[src/rtl/axil_pkg.sv]
// Shared definitions for the AXI4-Lite master: response codes and FSM state encoding.
package axil_pkg;

    localparam logic [1:0] RESP_OKAY   = 2'b00;
    localparam logic [1:0] RESP_EXOKAY = 2'b01;
    localparam logic [1:0] RESP_SLVERR = 2'b10;
    localparam logic [1:0] RESP_DECERR = 2'b11;

    typedef enum logic [2:0] {
        IDLE    = 3'd0,
        RD_ADDR = 3'd1,
        RD_DATA = 3'd2,
        WR_XFER = 3'd3,
        WR_RESP = 3'd4,
        RSP     = 3'd5
    } state_t;

endpackage

[src/rtl/axil_wait_timer.sv]
// Watchdog for a single AXI wait phase; sets a sticky flag when the wait reaches the limit.
module axil_wait_timer #(
    parameter int TIMEOUT_CYCLES = 255
) (
    input  logic clk,
    input  logic reset,
    input  logic run,
    input  logic clear,
    output logic timeout_err
);
    localparam int RAW_W = $clog2(TIMEOUT_CYCLES + 1);
    localparam int CNT_W = (RAW_W < 8) ? 8 : ((RAW_W > 16) ? 16 : RAW_W);
    localparam logic [CNT_W-1:0] LIMIT = CNT_W'(TIMEOUT_CYCLES);

    logic [CNT_W-1:0] count;

    // Count saturates at the limit so a long stall cannot wrap around.
    always_ff @(posedge clk) begin
        if (reset) begin
            count       <= '0;
            timeout_err <= 1'b0;
        end else begin
            if (!run || clear) begin
                count <= '0;
            end else if (count != LIMIT) begin
                count <= count + 1'b1;
            end
            if (run && count == LIMIT) begin
                timeout_err <= 1'b1;
            end
        end
    end

endmodule

[src/rtl/axil_lite_master.sv]
// Single-outstanding AXI4-Lite master bridging a request/response port to AR/R and AW/W/B.
// Optional watchdog (timeout_err port) enabled by defining AXIL_LITE_MASTER_TIMEOUT_EN.
module axil_lite_master
    import axil_pkg::*;
#(
    parameter int AXIL_DATA_WIDTH = 32,
    parameter int AXIL_ADDR_WIDTH = 4,
    parameter int TIMEOUT_CYCLES  = 255
) (
    input  logic                         clk,
    input  logic                         reset,
    input  logic                         req_valid,
    output logic                         req_ready,
    input  logic                         req_write,
    input  logic [AXIL_ADDR_WIDTH-1:0]   req_addr,
    input  logic [AXIL_DATA_WIDTH-1:0]   req_wdata,
    input  logic [AXIL_DATA_WIDTH/8-1:0] req_wstrb,
    output logic                         rsp_valid,
    input  logic                         rsp_ready,
    output logic                         rsp_write,
    output logic [AXIL_DATA_WIDTH-1:0]   rsp_rdata,
    output logic [1:0]                   rsp_resp,
    output logic                         arvalid,
    output logic [AXIL_ADDR_WIDTH-1:0]   araddr,
    output logic                         rready,
    input  logic                         arready,
    input  logic                         rvalid,
    input  logic [AXIL_DATA_WIDTH-1:0]   rdata,
    input  logic [1:0]                   rresp,
    output logic                         awvalid,
    output logic [AXIL_ADDR_WIDTH-1:0]   awaddr,
    output logic                         wvalid,
    output logic [AXIL_DATA_WIDTH-1:0]   wdata,
    output logic [AXIL_DATA_WIDTH/8-1:0] wstrb,
    output logic                         bready,
    input  logic                         awready,
    input  logic                         wready,
    input  logic                         bvalid,
    input  logic [1:0]                   bresp
`ifdef AXIL_LITE_MASTER_TIMEOUT_EN
    ,
    output logic                         timeout_err
`endif
);
    localparam int STRB_W = AXIL_DATA_WIDTH / 8;

    state_t state, state_next;
    logic   aw_done, w_done, aw_done_next, w_done_next;

    logic [AXIL_ADDR_WIDTH-1:0] addr_q;
    logic [AXIL_DATA_WIDTH-1:0] wdata_q;
    logic [STRB_W-1:0]          wstrb_q;
    logic                       write_q;

    always_ff @(posedge clk) begin
        if (reset) begin
            state   <= IDLE;
            aw_done <= 1'b0;
            w_done  <= 1'b0;
        end else begin
            state   <= state_next;
            aw_done <= aw_done_next;
            w_done  <= w_done_next;
        end
    end

    // AW and W complete independently; the phase ends once both have handshaken.
    always_comb begin
        state_next   = state;
        aw_done_next = aw_done;
        w_done_next  = w_done;
        case (state)
            IDLE: begin
                aw_done_next = 1'b0;
                w_done_next  = 1'b0;
                if (req_valid) begin
                    state_next = req_write ? WR_XFER : RD_ADDR;
                end
            end
            RD_ADDR: if (arready) state_next = RD_DATA;
            RD_DATA: if (rvalid)  state_next = RSP;
            WR_XFER: begin
                aw_done_next = aw_done | awready;
                w_done_next  = w_done | wready;
                if (aw_done_next && w_done_next) begin
                    state_next = WR_RESP;
                end
            end
            WR_RESP: if (bvalid)    state_next = RSP;
            RSP:     if (rsp_ready) state_next = IDLE;
            default: state_next = IDLE;
        endcase
    end

    // Handshake outputs are flops loaded from the next state so inputs never reach them combinationally.
    always_ff @(posedge clk) begin
        if (reset) begin
            arvalid   <= 1'b0;
            rready    <= 1'b0;
            awvalid   <= 1'b0;
            wvalid    <= 1'b0;
            bready    <= 1'b0;
            rsp_valid <= 1'b0;
        end else begin
            arvalid   <= (state_next == RD_ADDR);
            rready    <= (state_next == RD_DATA);
            awvalid   <= (state_next == WR_XFER) && !aw_done_next;
            wvalid    <= (state_next == WR_XFER) && !w_done_next;
            bready    <= (state_next == WR_RESP);
            rsp_valid <= (state_next == RSP);
        end
    end

    always_ff @(posedge clk) begin
        if (reset) begin
            addr_q    <= '0;
            wdata_q   <= '0;
            wstrb_q   <= '0;
            write_q   <= 1'b0;
            rsp_write <= 1'b0;
            rsp_rdata <= '0;
            rsp_resp  <= RESP_OKAY;
        end else begin
            if (state == IDLE && req_valid) begin
                addr_q  <= req_addr;
                wdata_q <= req_wdata;
                wstrb_q <= req_wstrb;
                write_q <= req_write;
            end
            if (state == RD_DATA && rvalid) begin
                rsp_write <= write_q;
                rsp_rdata <= rdata;
                rsp_resp  <= rresp;
            end
            if (state == WR_RESP && bvalid) begin
                rsp_write <= write_q;
                rsp_rdata <= '0;
                rsp_resp  <= bresp;
            end
        end
    end

    assign req_ready = (state == IDLE);
    assign araddr    = addr_q;
    assign awaddr    = addr_q;
    assign wdata     = wdata_q;
    assign wstrb     = wstrb_q;

`ifdef AXIL_LITE_MASTER_TIMEOUT_EN
    axil_wait_timer #(
        .TIMEOUT_CYCLES(TIMEOUT_CYCLES)
    ) u_wait_timer (
        .clk        (clk),
        .reset      (reset),
        .run        (state != IDLE && state != RSP),
        .clear      (state_next != state),
        .timeout_err(timeout_err)
    );
`else
    logic unused_timeout;
    assign unused_timeout = ^TIMEOUT_CYCLES;
`endif

endmodule
[config.mk]
export PLATFORM = sky130hd
export DESIGN_NAME = axil_lite_master
export DESIGN_NICKNAME = d
export VERILOG_FILES = /design/src/rtl/axil_pkg.sv /design/src/rtl/axil_wait_timer.sv /design/src/rtl/axil_lite_master.sv
export SDC_FILE = /design/constraint.sdc
export NUM_CORES = 1
export LEC_CHECK = 0
export ABC_AREA = 1
export BUFFER_PORTS_ARGS = -buffer_cell sky130_fd_sc_hd__clkbuf_2
export CORE_MARGIN = 2
export CORE_UTILIZATION = 45
export DETAILED_ROUTE_END_ITERATION = 10
export PLACE_DENSITY = 0.88
export SLEW_MARGIN = 0
export SYNTH_ARGS = -nofsm -noshare
export SYNTH_HDL_FRONTEND = slang
export SYNTH_HIERARCHICAL = 1
export SYNTH_SLANG_ARGS = --single-unit
export TNS_END_PERCENT = 10
[constraint.sdc]
create_clock -name clk -period 1.5 [get_ports clk]
set_input_delay 0.225 -clock clk [delete_from_list [all_inputs] [get_ports clk]]
set_output_delay 0.225 -clock clk [all_outputs]
set_load 0.01 [all_outputs]
After elaboration in Yosys (flattened, before gate mapping)
Cells that the tools add are included.
{"block": "word_totals", "register_bits": 87, "mem_bits_rw": 0, "rom_bits": 0, "n_memories": 0, "latch_bits": 0, "word_cells": 53, "out_inout_bits": 86}
{"block": "op_classes", "n_mux": 14, "n_shift": 0, "n_addsub": 0, "n_div": 0, "mul": 0, "n_reduce_logical": 11, "eq_ne": 10, "order_cmp": 0, "bitwise": 2}
{"cell": "3-bit 2-to-1 mux", "count": 6}
{"cell": "3-bit one-hot mux with 6 select lines", "count": 1}
{"cell": "3-bit by 2-bit equality test with 1-bit output (second input constant)", "count": 4}
{"cell": "3-bit equality test (second input constant)", "count": 4}
{"cell": "3-bit by 1-bit equality test with 1-bit output (second input constant)", "count": 2}
{"cell": "1-bit logical AND", "count": 6}
{"cell": "2-bit 2-to-1 mux", "count": 3}
{"cell": "1-bit one-hot mux with 2 select lines", "count": 2}
{"cell": "3-bit zero test", "count": 1}
{"cell": "1-bit zero test", "count": 2}
{"cell": "1-bit 2-to-1 mux", "count": 2}
{"cell": "1-bit bitwise OR", "count": 2}
{"cell": "2-bit nonzero test", "count": 1}
{"cell": "2-bit OR reduction", "count": 1}

Longest topological paths before layout
Gate-level depths: netlist of the first run.
{"block": "depth", "word_depth": 6, "ltp_mapped": 9, "depth_no_buf": 9}

Worst setup path after synthesis of the first run
OpenSTA, ideal clock, no wires.
{"block": "synth_path", "kind": "reg-to-reg", "start": "register state[2]", "end": "register rsp_resp[0]", "slack_ns": 0.290, "required_ns": 1.382, "path_stages_with_launch": 7, "arrival_ns": 1.092, "period_less_slack_ns": 1.210, "cell_sequence": "dfxtp_1 inv_2 nor2_4 nand3_4 or2_0 nand3_1 nor2_1"}
{"block": "synth_between", "elab_chain_len": 3, "elab_cells_between_ends": 6}
{"item": "from (decl)", "line": "axil_lite_master.sv:47", "rtl": "state_t state, state_next;"}
{"item": "from (signal assigned)", "line": "axil_lite_master.sv:61", "rtl": "state <= state_next;"}
{"item": "3-bit equality test / 3-bit by 2-bit equality test with 1-bit output (equally long branches)", "line": "axil_lite_master.sv:135, axil_lite_master.sv:130"}
{"item": "1-bit logical AND (on tied branches)", "line": "axil_lite_master.sv:135, axil_lite_master.sv:130"}
{"item": "2-bit 2-to-1 mux / 2-bit nonzero test (equally long branches)"}
{"item": "to (signal assigned)", "line": "axil_lite_master.sv:133", "rtl": "rsp_resp <= rresp;"}
{"item": "to (signal assigned)", "line": "axil_lite_master.sv:138", "rtl": "rsp_resp <= bresp;"}
{"item": "to (decl)", "line": "axil_lite_master.sv:22", "rtl": "output logic [1:0] rsp_resp,"}
Several ways; a longest one is shown, not always the timed one.
A chain may end at the register's enable or synchronous reset.

Worst setup path in the final report of the first run
{"block": "layout_path", "start": "register state[0]", "end": "output req_ready"}
{"block": "layout_between", "elab_chain_len": 1}
{"item": "3-bit zero test", "line": "axil_lite_master.sv:143", "rtl": "assign req_ready = (state == IDLE);"}
{"item": "to (decl)", "line": "axil_lite_master.sv:13", "rtl": "output logic req_ready,"}
No other way between the ends.

==> results of run 1 <==
## metrics by stage
stage                     power [µW]  cell area, µm²    util  TNS, ps
after detailed placement        4031            4305  0.5904        0
after floorplan                 3534            3422       -        0
final                           5784            4544  0.6232        0
after global routing            6106            4544  0.6232  -0.8877
after CTS                       5815            4532  0.6215        0
after global placement          3983            4305  0.5904        0
## state kept, by name (all words and copies together) (netlist names)
| signal | cells |
|---|---|
| bready | 1 |
| w_done | 1 |
| wstrb | 4 |
| write_q | 1 |
| rsp_valid | 1 |
| state | 3 |
| aw_done | 1 |
| wdata | 32 |
| rready | 1 |
| araddr | 4 |
| rsp_write | 1 |
| awvalid | 1 |
| arvalid | 1 |
| wvalid | 1 |
| rsp_resp | 2 |
| rsp_rdata | 32 |
## what timing repair did
item / in CTS / in global routing
gates resized for setup: 3 / 4
endpoints found under the setup margin: 1 / 1
endpoints found under the hold margin: 0 / 0
pin swaps: 0 / 1
buffers inserted: 0 / 1
## kinds of logic (layout without fill, tap and decap cells)
family | count (synthesis) | after routing | share of synthesized area
AND/OR/NAND/NOR | 201 | 201 | 0.2918
buffers and inverters | 57 | 217 | 0.08373
flip-flops | 87 | 87 | 0.5090
AO/OA/AOI/OAI | 78 | 78 | 0.1155
## worst register-to-register path, cell delays in order, from the launching register on
cell and delay [ps]:
dfxtp_4 390, nor2_8 160, nand3_4 190, buf_4 290, nand2_1 110, a21oi_1 70
## final cells by class
| type | count | share of cell area |
|---|---|---|
| multi-input combinational | 279 | 0.3067 |
| tap | 99 | 0.02726 |
| clock inverter | 5 | 0.01790 |
| timing repair buffer | 183 | 0.2170 |
| clock buffer | 11 | 0.03111 |
| sequential | 87 | 0.3846 |
| inverter | 18 | 0.01542 |
## report_power, final
part,switching (µW),internal [µW],total (µW)
clock network,804,985,1790
registers,130,2510,2640
logic,829,527,1360
## per-layer routing
metal	vias to the layer above	GRT usage	share of wire
li1	1737	-	-
met1	1617	0.2683	0.41
met2	159	0.3981	0.49
met3	11	0.07884	0.091
met4	0	0.06566	0.014
met5	-	0	0
## synthesized netlist by cell type, drive strengths merged
library cell  number
or2                2
buf               25
clkbuf            14
nor2              19
inv               18
nand2             95
a21oi             74
nand4             35
nand3b             1
dfxtp             87
nand3             46
o21ai              2
o211ai             2
nor3               3
## final timing paths
check	start	end	slack, ps	cells past startpoint
worst min register to register	rsp_rdata[3]	rsp_rdata[3]	460	2
worst max-delay path	state[0]	req_ready	70	4
worst max register to register	state[0]	rsp_rdata[0]	190	5
worst min-delay path	rresp[0]	rsp_resp[0]	120	3
## placed cells by master, fill, tap and decap left out, drive strengths merged
master,n
o21ai,2
nor2,19
or2,2
a21oi,74
buf,13
clkinv,2
inv,18
nand4,35
clkbuf,181
dfxtp,87
bufinv,2
nand2,95
nand3,46
o211ai,2
nand3b,1
nor3,3
clkinvlp,1
==> metrics, run 1 <==
crit path max fanout 5; Synth cell types 27; synth warn 6; pre-CTS worst setup slack approximately 74 ps; Cells after DPL 665; footprint of the multi-input gates about 1400 µm²; PortBufs 171; Final #Nets 664; Fillers between 600 and 700; flops & latches, synth between 80 and 90; final WL 9616 µm; crit-path cells nor2_8, nand2_2, inv_2, buf_4; Worst Path Buf+Inv 2; Synth Instances 423; largest net degree at the start of global routing 42; H-tree depth 3; Worst Setup Start Kind flip-flop; hold_ws ~120 ps; First-pass DRT Iterations 4; drt wl/cell 14.10 µm; setup slack after layout roughly 75 ps; initial antenna violation count 0; Least-Margin Pin Slew approximately 330 ps; crit path time final 1425 ps; CP arrival 1200 ps; worst path required time 1270 ps; Layout area overhead 32.80%; first-pass GRT wire length 15,530 µm; I/O pins 172; number of antenna diodes 0; Seq/Total Area, Yosys 0.5090; Yosys top cell area share 0.5090; PwrDens 1273 nW/µm²; synthesized area roughly 3400 µm²; CP max-delay cell dfxtp_4; die width 91.21 µm; via count 3,524; slowest cell delay on critical path 390 ps; Leak 0.002097 µW; HP Class in -> reg; Rows 31; gpl congestion around 0.74; max-cap viol count 0; clock tree sinks 87; GRT Residual Overflow 0; clock root cell clkbuf_8; final clock skew roughly 14 ps; Detailed Place HPWL 7120 µm; Slew HR 0.7801; Worst setup EP type output pin; gr usage total 0.2296; Seq. cell area about 1700 µm²; fin crit share 0.9503; largest delay contributor family on the critical path flip-flops; final hold vios 0; Die Footprint 8318 µm²; Setup CP Type reg -> out; core area 7292 µm²; status finished clean; Final setup viols 0; CTS Hold Bufs 0; fin cells 682; DRC viols 0; Initial DRC Count 117; Peak VDD IR about 0.70 mV; CTS max path bufs 2; Vias/cell about 5.2; layout cells sized above 1 0.3774; Starting Density 0.4693; area leader, netlist dfxtp_1; Pins Over Slew Limit 0; Final ANT Viol Nets 0; Fmax achieved around 700 MHz; clock slew at reported path FFs ~80 ps; Net Count, Synth 509; Avg Inst Size Synth 8.090 µm²; largest cells by area after synthesis dfxtp_1 (51%), a21oi_1 (11%), nand2_1 (9.7%); vias in the first global route 3,340; CTS tree yes; Worst-Skew Late Latency 340 ps; total CTS buffers 9; chip height between 90 and 100 µm
Note: power is estimated with default switching activity, not from simulation.
==> inputs of run 2 (changes only) <==
--- a/config.mk
+++ b/config.mk
@@ -5,10 +5,10 @@
 export SDC_FILE = /design/constraint.sdc
 export NUM_CORES = 1
 export LEC_CHECK = 0
-export ABC_AREA = 1
-export BUFFER_PORTS_ARGS = -buffer_cell sky130_fd_sc_hd__clkbuf_2
+export BUFFER_PORTS_ARGS = -buffer_cell sky130_fd_sc_hd__buf_2
+export CORE_ASPECT_RATIO = 1.4
 export CORE_MARGIN = 2
-export CORE_UTILIZATION = 45
+export CORE_UTILIZATION = 44
 export DETAILED_ROUTE_END_ITERATION = 10
 export PLACE_DENSITY = 0.88
 export SLEW_MARGIN = 0
==> run 2 against run 1 <==
Compared with the run above: the flow now finishes with violations (negative setup slack); final area grew 1.7%; area after synthesis is 7.1% lower; sequential power decreased by 2%; final cell count shrank 2.5%; worst setup slack got worse by 170 ps; synthesized cell count decreased by 8.3%.
==> metrics, run 2 <==
largest net degree at the start of global routing 42 (unchanged); GRT Residual Overflow 0 (unchanged); crit path time final 1592 ps (+166.2 ps); Setup CP Type reg -> reg; commonest non-fill, non-tap cell in the layout buf_2; drt wl/cell 13.42 µm (-4.9%); Fmax achieved 628.3 MHz (-10%); Leak 0.002146 µW (+2.3%); H-tree depth 3 (unchanged); crit path max fanout 7 (+2); Final #Nets 652 (-1.8%); largest family of logic cells by synthesized area simple AND/OR/NAND/NOR gates; flops & latches, synth 87 (unchanged); initial antenna violation count 0 (unchanged); Post-synth EDFFs 0 (unchanged); clock tree sinks 87 (unchanged); Seq/Total Area, Yosys 0.5476 (+0.03864); RR Startpoint state[2]; crit-path cells and3b_2, a221oi_4, or4b_4, nor3_2; DRC viols 0 (unchanged); PwrDens 1233 nW/µm² (-3.2%); most frequent cell after synthesis nand2_1; area leader, netlist dfxtp_1; list of most frequent post-synthesis cells nand2_1 (154), dfxtp_1 (87), a21oi_1 (78); HP Class in -> reg; First-pass DRT Iterations 4 (unchanged); vias in the first global route 3,153 (-5.6%); clock root cell clkbuf_8; PortBufs 171 (unchanged); largest delay contributor family on the critical path simple AND/OR/NAND/NOR gates; first-pass GRT wire length 13,150 µm (-15%); slowest cell delay on critical path 500 ps (+110 ps); number of antenna diodes 0 (unchanged); synthesized area 3181 µm² (-7.1%); footprint of the multi-input gates 1364 µm² (-2.2%); chip height 104.6 µm (+15%); CTS max path bufs 2 (unchanged); final hold vios 0 (unchanged); core area 6982 µm² (-4.3%); total CTS buffers 9 (unchanged); Worst Setup Start Kind flip-flop; Peak VDD IR 0.8366 mV (+19%); Worst setup EP type flip-flop; final clock skew 7.131 ps (-6.406 ps); layout cells sized above 1 0.4298 (+0.05247); CP max-delay cell or4b_4; R2R cell count 4 (-1); I/O pins 172 (unchanged); Fillers 573 (-16%); clock slew at reported path FFs 80 ps (about the same); most frequent cells in the layout buf_2 (171), nand2_1 (154), dfxtp_1 (84); via count 3,288 (-6.7%); min-delay src rdata[0]; synth warn 6 (unchanged); XOR/XNOR Fraction of Synth Area 0 (unchanged); TNS Setup -301.1 ps (-301.1 ps); Pins Over Slew Limit 0 (unchanged); Layout area overhead 45.24%; ys async rst share 0 (unchanged); Yosys top cell area share 0.5476 (+0.03864); Worst Path Buf+Inv 0 (-2); gpl congestion 0.8556 (+16%); post-synthesis compound-gate area fraction 0.1448 (+0.02923); Tot Pwr 5695 µW (-1.6%); Synth Instances 388 (-8.3%); post-synthesis mux area share 0.003541 (+0.003541); Worst Hold Depth 3 (unchanged); Die Footprint 7934 µm² (-4.6%); final WL 8921 µm (-7.2%); violated checks negative setup slack; post-synthesis adder-cell area fraction 0 (unchanged); CP arrival 1870 ps (+670 ps); r2r setup slk -90 ps (-280 ps); Vias/cell 4.944 (-4.3%); Detailed Place HPWL 6151 µm (-14%); Initial DRC Count 124 (+6.0%); Rows 36 (+16%); Final ANT Viol Nets 0 (unchanged); status complete, but fails checks; Avg Inst Size Synth 8.197 µm² (+1.3%); Top FF cell, synth dfxtp_1; die width 75.86 µm (-17%); setup slack after layout -91.59 ps (-166.2 ps); worst path required time 1780 ps (+510 ps); Synth cell types 29 (+7.4%); Starting Density 0.4556 (-0.01373); Final setup viols 8 (+8); largest cells by area after synthesis dfxtp_1 (55%), nand2_1 (18%), a21oi_1 (12%); hold_ws 108.2 ps (-9.274 ps); CTS Hold Bufs 0 (unchanged); Least-Margin Pin Slew 331.5 ps (+1.659 ps); Net Count, Synth 474 (-6.9%); Slew HR 0.7785 (-0.001561); terminus of the critical flop-to-flop path arvalid; gr usage total 0.2125 (-0.01706); Worst-Skew Late Latency 340 ps (about the same); CTS tree yes; Post-Synth Simple-Gate Area 0.2510 (-0.04079); Hold EP rsp_rdata[0]; max-cap viol count 0 (unchanged); Seq. cell area 1753 µm² (+0.29%); fin crit share 1.061 (+0.1108); RSZ-0062 raised after global routing true
-- run 2: cells by family (layout without fill, tap and decap cells) --
logic type	after synthesis	in the layout
flops	87	87
simple gates	182	182
mux	1	1
compound gates	85	85
buf+inv	33	215
-- run 2: final cells by class --
cell class                      count  share of cell area
Clock buffer                       11             0.03061
Multi-Input combinational cell    268              0.2952
Inverter                            1           0.0008126
Timing Repair Buffer              199              0.2530
Clock inverter                      4             0.01517
Tap cell                           95             0.02573
Sequential cell                    87              0.3795
-- run 2: report_power, final --
| group | total (µW) | switching, µW | internal, µW | leakage (µW) |
|---|---|---|---|---|
| Combinational | 1350 | 712 | 642 | 0.00133 |
| Clock | 1740 | 772 | 970 | 0.000109 |
| Sequential | 2600 | 99.7 | 2500 | 0.000711 |
| Total | 5690 | 1580 | 4110 | 0.00215 |
-- run 2: worst max-delay path by stage --
stage | startpoint | to | slack (ps) | depth (start not counted)
final | state[2] | arvalid | -90 | 4
after global routing | state[2] | arvalid | -160 | 4
after floorplan | state[0] | arvalid | -120 | 6
after global placement | state[2] | arvalid | -70 | 4
after detailed placement | state[2] | arvalid | -160 | 4
after CTS | state[2] | arvalid | -70 | 4
-- run 2: per-stage QoR --
stage | setup WS, ps | instances | utilization | cell area (µm²)
2_1_floorplan | -119.1 | 388 | - | 3186
3_3_place_gp | -66.59 | 644 | 0.6013 | 4198
3_5_place_dp | -163.5 | 644 | 0.6013 | 4198
4_1_cts | -74.48 | 662 | 0.6391 | 4462
5_1_grt | -155.7 | 665 | 0.6616 | 4619
6_report | -91.59 | 665 | 0.6616 | 4619
-- run 2: tightest hold or removal path: stages --
cell and delay [ps]:
buf_2 90, nand2_1 40, a21oi_1 50
-- run 2: repair_timing --
action	in CTS	in global routing
pin swaps	2	4
resized for setup	10	27
buffers inserted	3	1
gates cloned	0	2
setup endpoints to repair	19	60
-- run 2: per-layer routing --
metal / global-route usage / vias up / part of all wire
met1: 0.2160 / 1518 / 0.38
li1: - / 1614 / -
met5: 0 / - / 0
met2: 0.3867 / 139 / 0.53
met3: 0.03857 / 17 / 0.067
met4: 0.1128 / 0 / 0.022
==> inputs of run 3 (changes only) <==
--- a/config.mk
+++ b/config.mk
@@ -8,9 +8,9 @@
 export BUFFER_PORTS_ARGS = -buffer_cell sky130_fd_sc_hd__buf_2
 export CORE_ASPECT_RATIO = 1.4
 export CORE_MARGIN = 2
-export CORE_UTILIZATION = 44
+export CORE_UTILIZATION = 30
 export DETAILED_ROUTE_END_ITERATION = 10
-export PLACE_DENSITY = 0.88
+export PLACE_DENSITY = 0.66
 export SLEW_MARGIN = 0
 export SYNTH_ARGS = -nofsm -noshare
 export SYNTH_HDL_FRONTEND = slang
==> run 3 against run 2 <==
Compared with the run above: the run still ends with negative setup slack left; count of clock-buffer cells in the layout unchanged; die area up 44%; first-iteration DRC count fell by 44%; highest routed layer unchanged; register-to-register slack better by 60 ps; worst setup slack better by 56 ps; critical path depth did not move; sequential cell count unchanged; critical path type unchanged; clock power up 37%; global-route usage down 6.9 points; hold slack improved by 22 ps; combinational power shrank 11%; fmax is 3.6% higher.
==> metrics, run 3 (synthesis gave the netlist of run 2 again) <==
Vias/cell 4.511 (-8.8%); CTS tree yes; Worst Path Buf+Inv 0 (unchanged); RR Startpoint state[0]; Worst-Skew Late Latency 320 ps (-20 ps); final hold vios 0 (unchanged); gpl congestion 0.7958 (-7.0%); PortBufs 171 (unchanged); Layout area overhead 47.13%; DRC viols 0 (unchanged); CP max-delay cell or4b_4; Worst Hold Depth 3 (unchanged); CP arrival 1790 ps (-80 ps); placed standard-cell area 4242 µm² (+1.0%); crit-path cells and4bb_1, a221oi_4, or4b_4, nor3_2; clock tree sinks 87 (unchanged); Fmax achieved 651.2 MHz (+3.6%); total CTS buffers 9 (unchanged); pre-CTS worst setup slack -60.18 ps (+103.3 ps); Rows 44 (+22%); Pins Over Slew Limit 0 (unchanged); vias in the first global route 2,968 (-5.9%); worst path required time 1760 ps (-20 ps); initial antenna violation count 1 (+1); Final Util 0.4521 (-0.2095); Slew HR 0.7408 (-0.03769); Final #Nets 643 (-1.4%); r2r setup slk -40 ps (+60 ps); Final setup viols 2 (-6); hold_ws 130.5 ps (+22.26 ps); CTS Hold Bufs 0 (unchanged); Final ANT Viol Nets 0 (unchanged); Leak 0.002137 µW (-0.44%); layout cells sized above 1 0.4235 (-0.006337); PwrDens 1321 nW/µm² (+7.2%); core area 10,350 µm² (+48%); terminus of the critical flop-to-flop path arvalid; crit path time final 1536 ps (-56.04 ps); Least-Margin Pin Slew 385.8 ps (+54.33 ps); final WL 8435 µm (-5.4%); Initial DRC Count 70 (-44%); GRT Residual Overflow 0 (unchanged); largest net degree at the start of global routing 42 (unchanged); via count 3,162 (-3.8%); chip height 125.8 µm (+20%); min-delay src rdata[3]; H-tree depth 3 (unchanged); Setup CP Type reg -> reg; Die Footprint 11,450 µm² (+44%); Worst setup EP type flip-flop; clock slew at reported path FFs 60 ps (-20 ps); RSZ-0062 raised after global routing true; crit path max fanout 6 (-1); status complete, but fails checks; largest delay contributor family on the critical path simple AND/OR/NAND/NOR gates; violated checks negative setup slack; Starting Density 0.3073 (-0.1483); First-pass DRT Iterations 4 (unchanged); final instance area 4679 µm² (+1.3%); most frequent cells in the layout buf_2 (171), nand2_1 (154), dfxtp_1 (84); first-pass GRT wire length 13,400 µm (+1.9%); Worst Setup Start Kind flip-flop; Peak VDD IR 0.6550 mV (-22%); Detailed Place HPWL 6186 µm (+0.56%); gr usage total 0.1433 (-0.06922); R2R cell count 4 (unchanged); setup slack after layout -35.55 ps (+56.04 ps); die width 91.02 µm (+20%); Hold EP rsp_rdata[3]; commonest non-fill, non-tap cell in the layout buf_2; clock root cell clkbuf_16; max-cap viol count 0 (unchanged); final clock skew 4.627 ps (-2.504 ps); fin crit share 1.024 (-0.03736); slowest cell delay on critical path 490 ps (about the same); CTS max path bufs 2 (unchanged); I/O pins 172 (unchanged); HP Class in -> reg; drt wl/cell 12.03 µm (-10%); post-CTS setup buffers 0 (-3)
## run 3: cell types whose count changed in the layout (fill, tap and decap cells not counted), moves of 3 or more
cell       change
buf_6          -5
clkbuf_8       -9
dfxtp_4        -3
buf_4          -3
clkbuf_16      +7
dfxtp_2        +3
## run 3: tightest hold or removal path, stage by stage
cell and delay, ps:
buf_2 90, nand2_1 40, a21oi_1 50
## run 3: final cells by class
cell class	instances	area (µm²)
fillers	1050	5670
flip-flops and latches	87	1745
multi-input cells	268	1366
repair buffers	190	1065
clock buffers	11	242.7
well taps	138	172.7
clock inverters	5	81.33
inverters	1	3.754
diodes	1	2.502
## run 3: routing by layer
layer  track usage  up-vias  routed length (µm)
met5             0        -                   0
met4       0.04545        0                  76
met3       0.05383        6                 703
met2        0.2501      111                4158
met1        0.1609     1449                3497
li1              -     1596                   -
## run 3: worst max path at each step
stage	startpoint	end	slack [ps]	cells past startpoint
CTS	state[2]	arvalid	-30	4
detailed placement	state[2]	arvalid	-60	4
global placement	state[2]	arvalid	-10	4
global route	state[0]	arvalid	-90	4
finish	state[0]	arvalid	-40	4
floorplan	state[0]	arvalid	-120	6
## run 3: per-stage QoR
stage / std cells / total power, µW / setup TNS [ps]
floorplan: 388 / 3287 / -119.1
global placement: 684 / 3752 / -12.90
detailed placement: 684 / 3778 / -140.1
CTS: 700 / 6223 / -44.05
global route: 700 / 6476 / -1068
finish: 701 / 6182 / -58.25
## run 3: repair_timing
item,CTS,global route
resized for setup,8,24
endpoints found under the setup margin,10,44
pin swaps,2,3
## run 3: power breakdown
group          internal (µW)  switching (µW)
sequential              2500            92.9
clock                   1500             880
combinational            541             661
total                   4550            1630
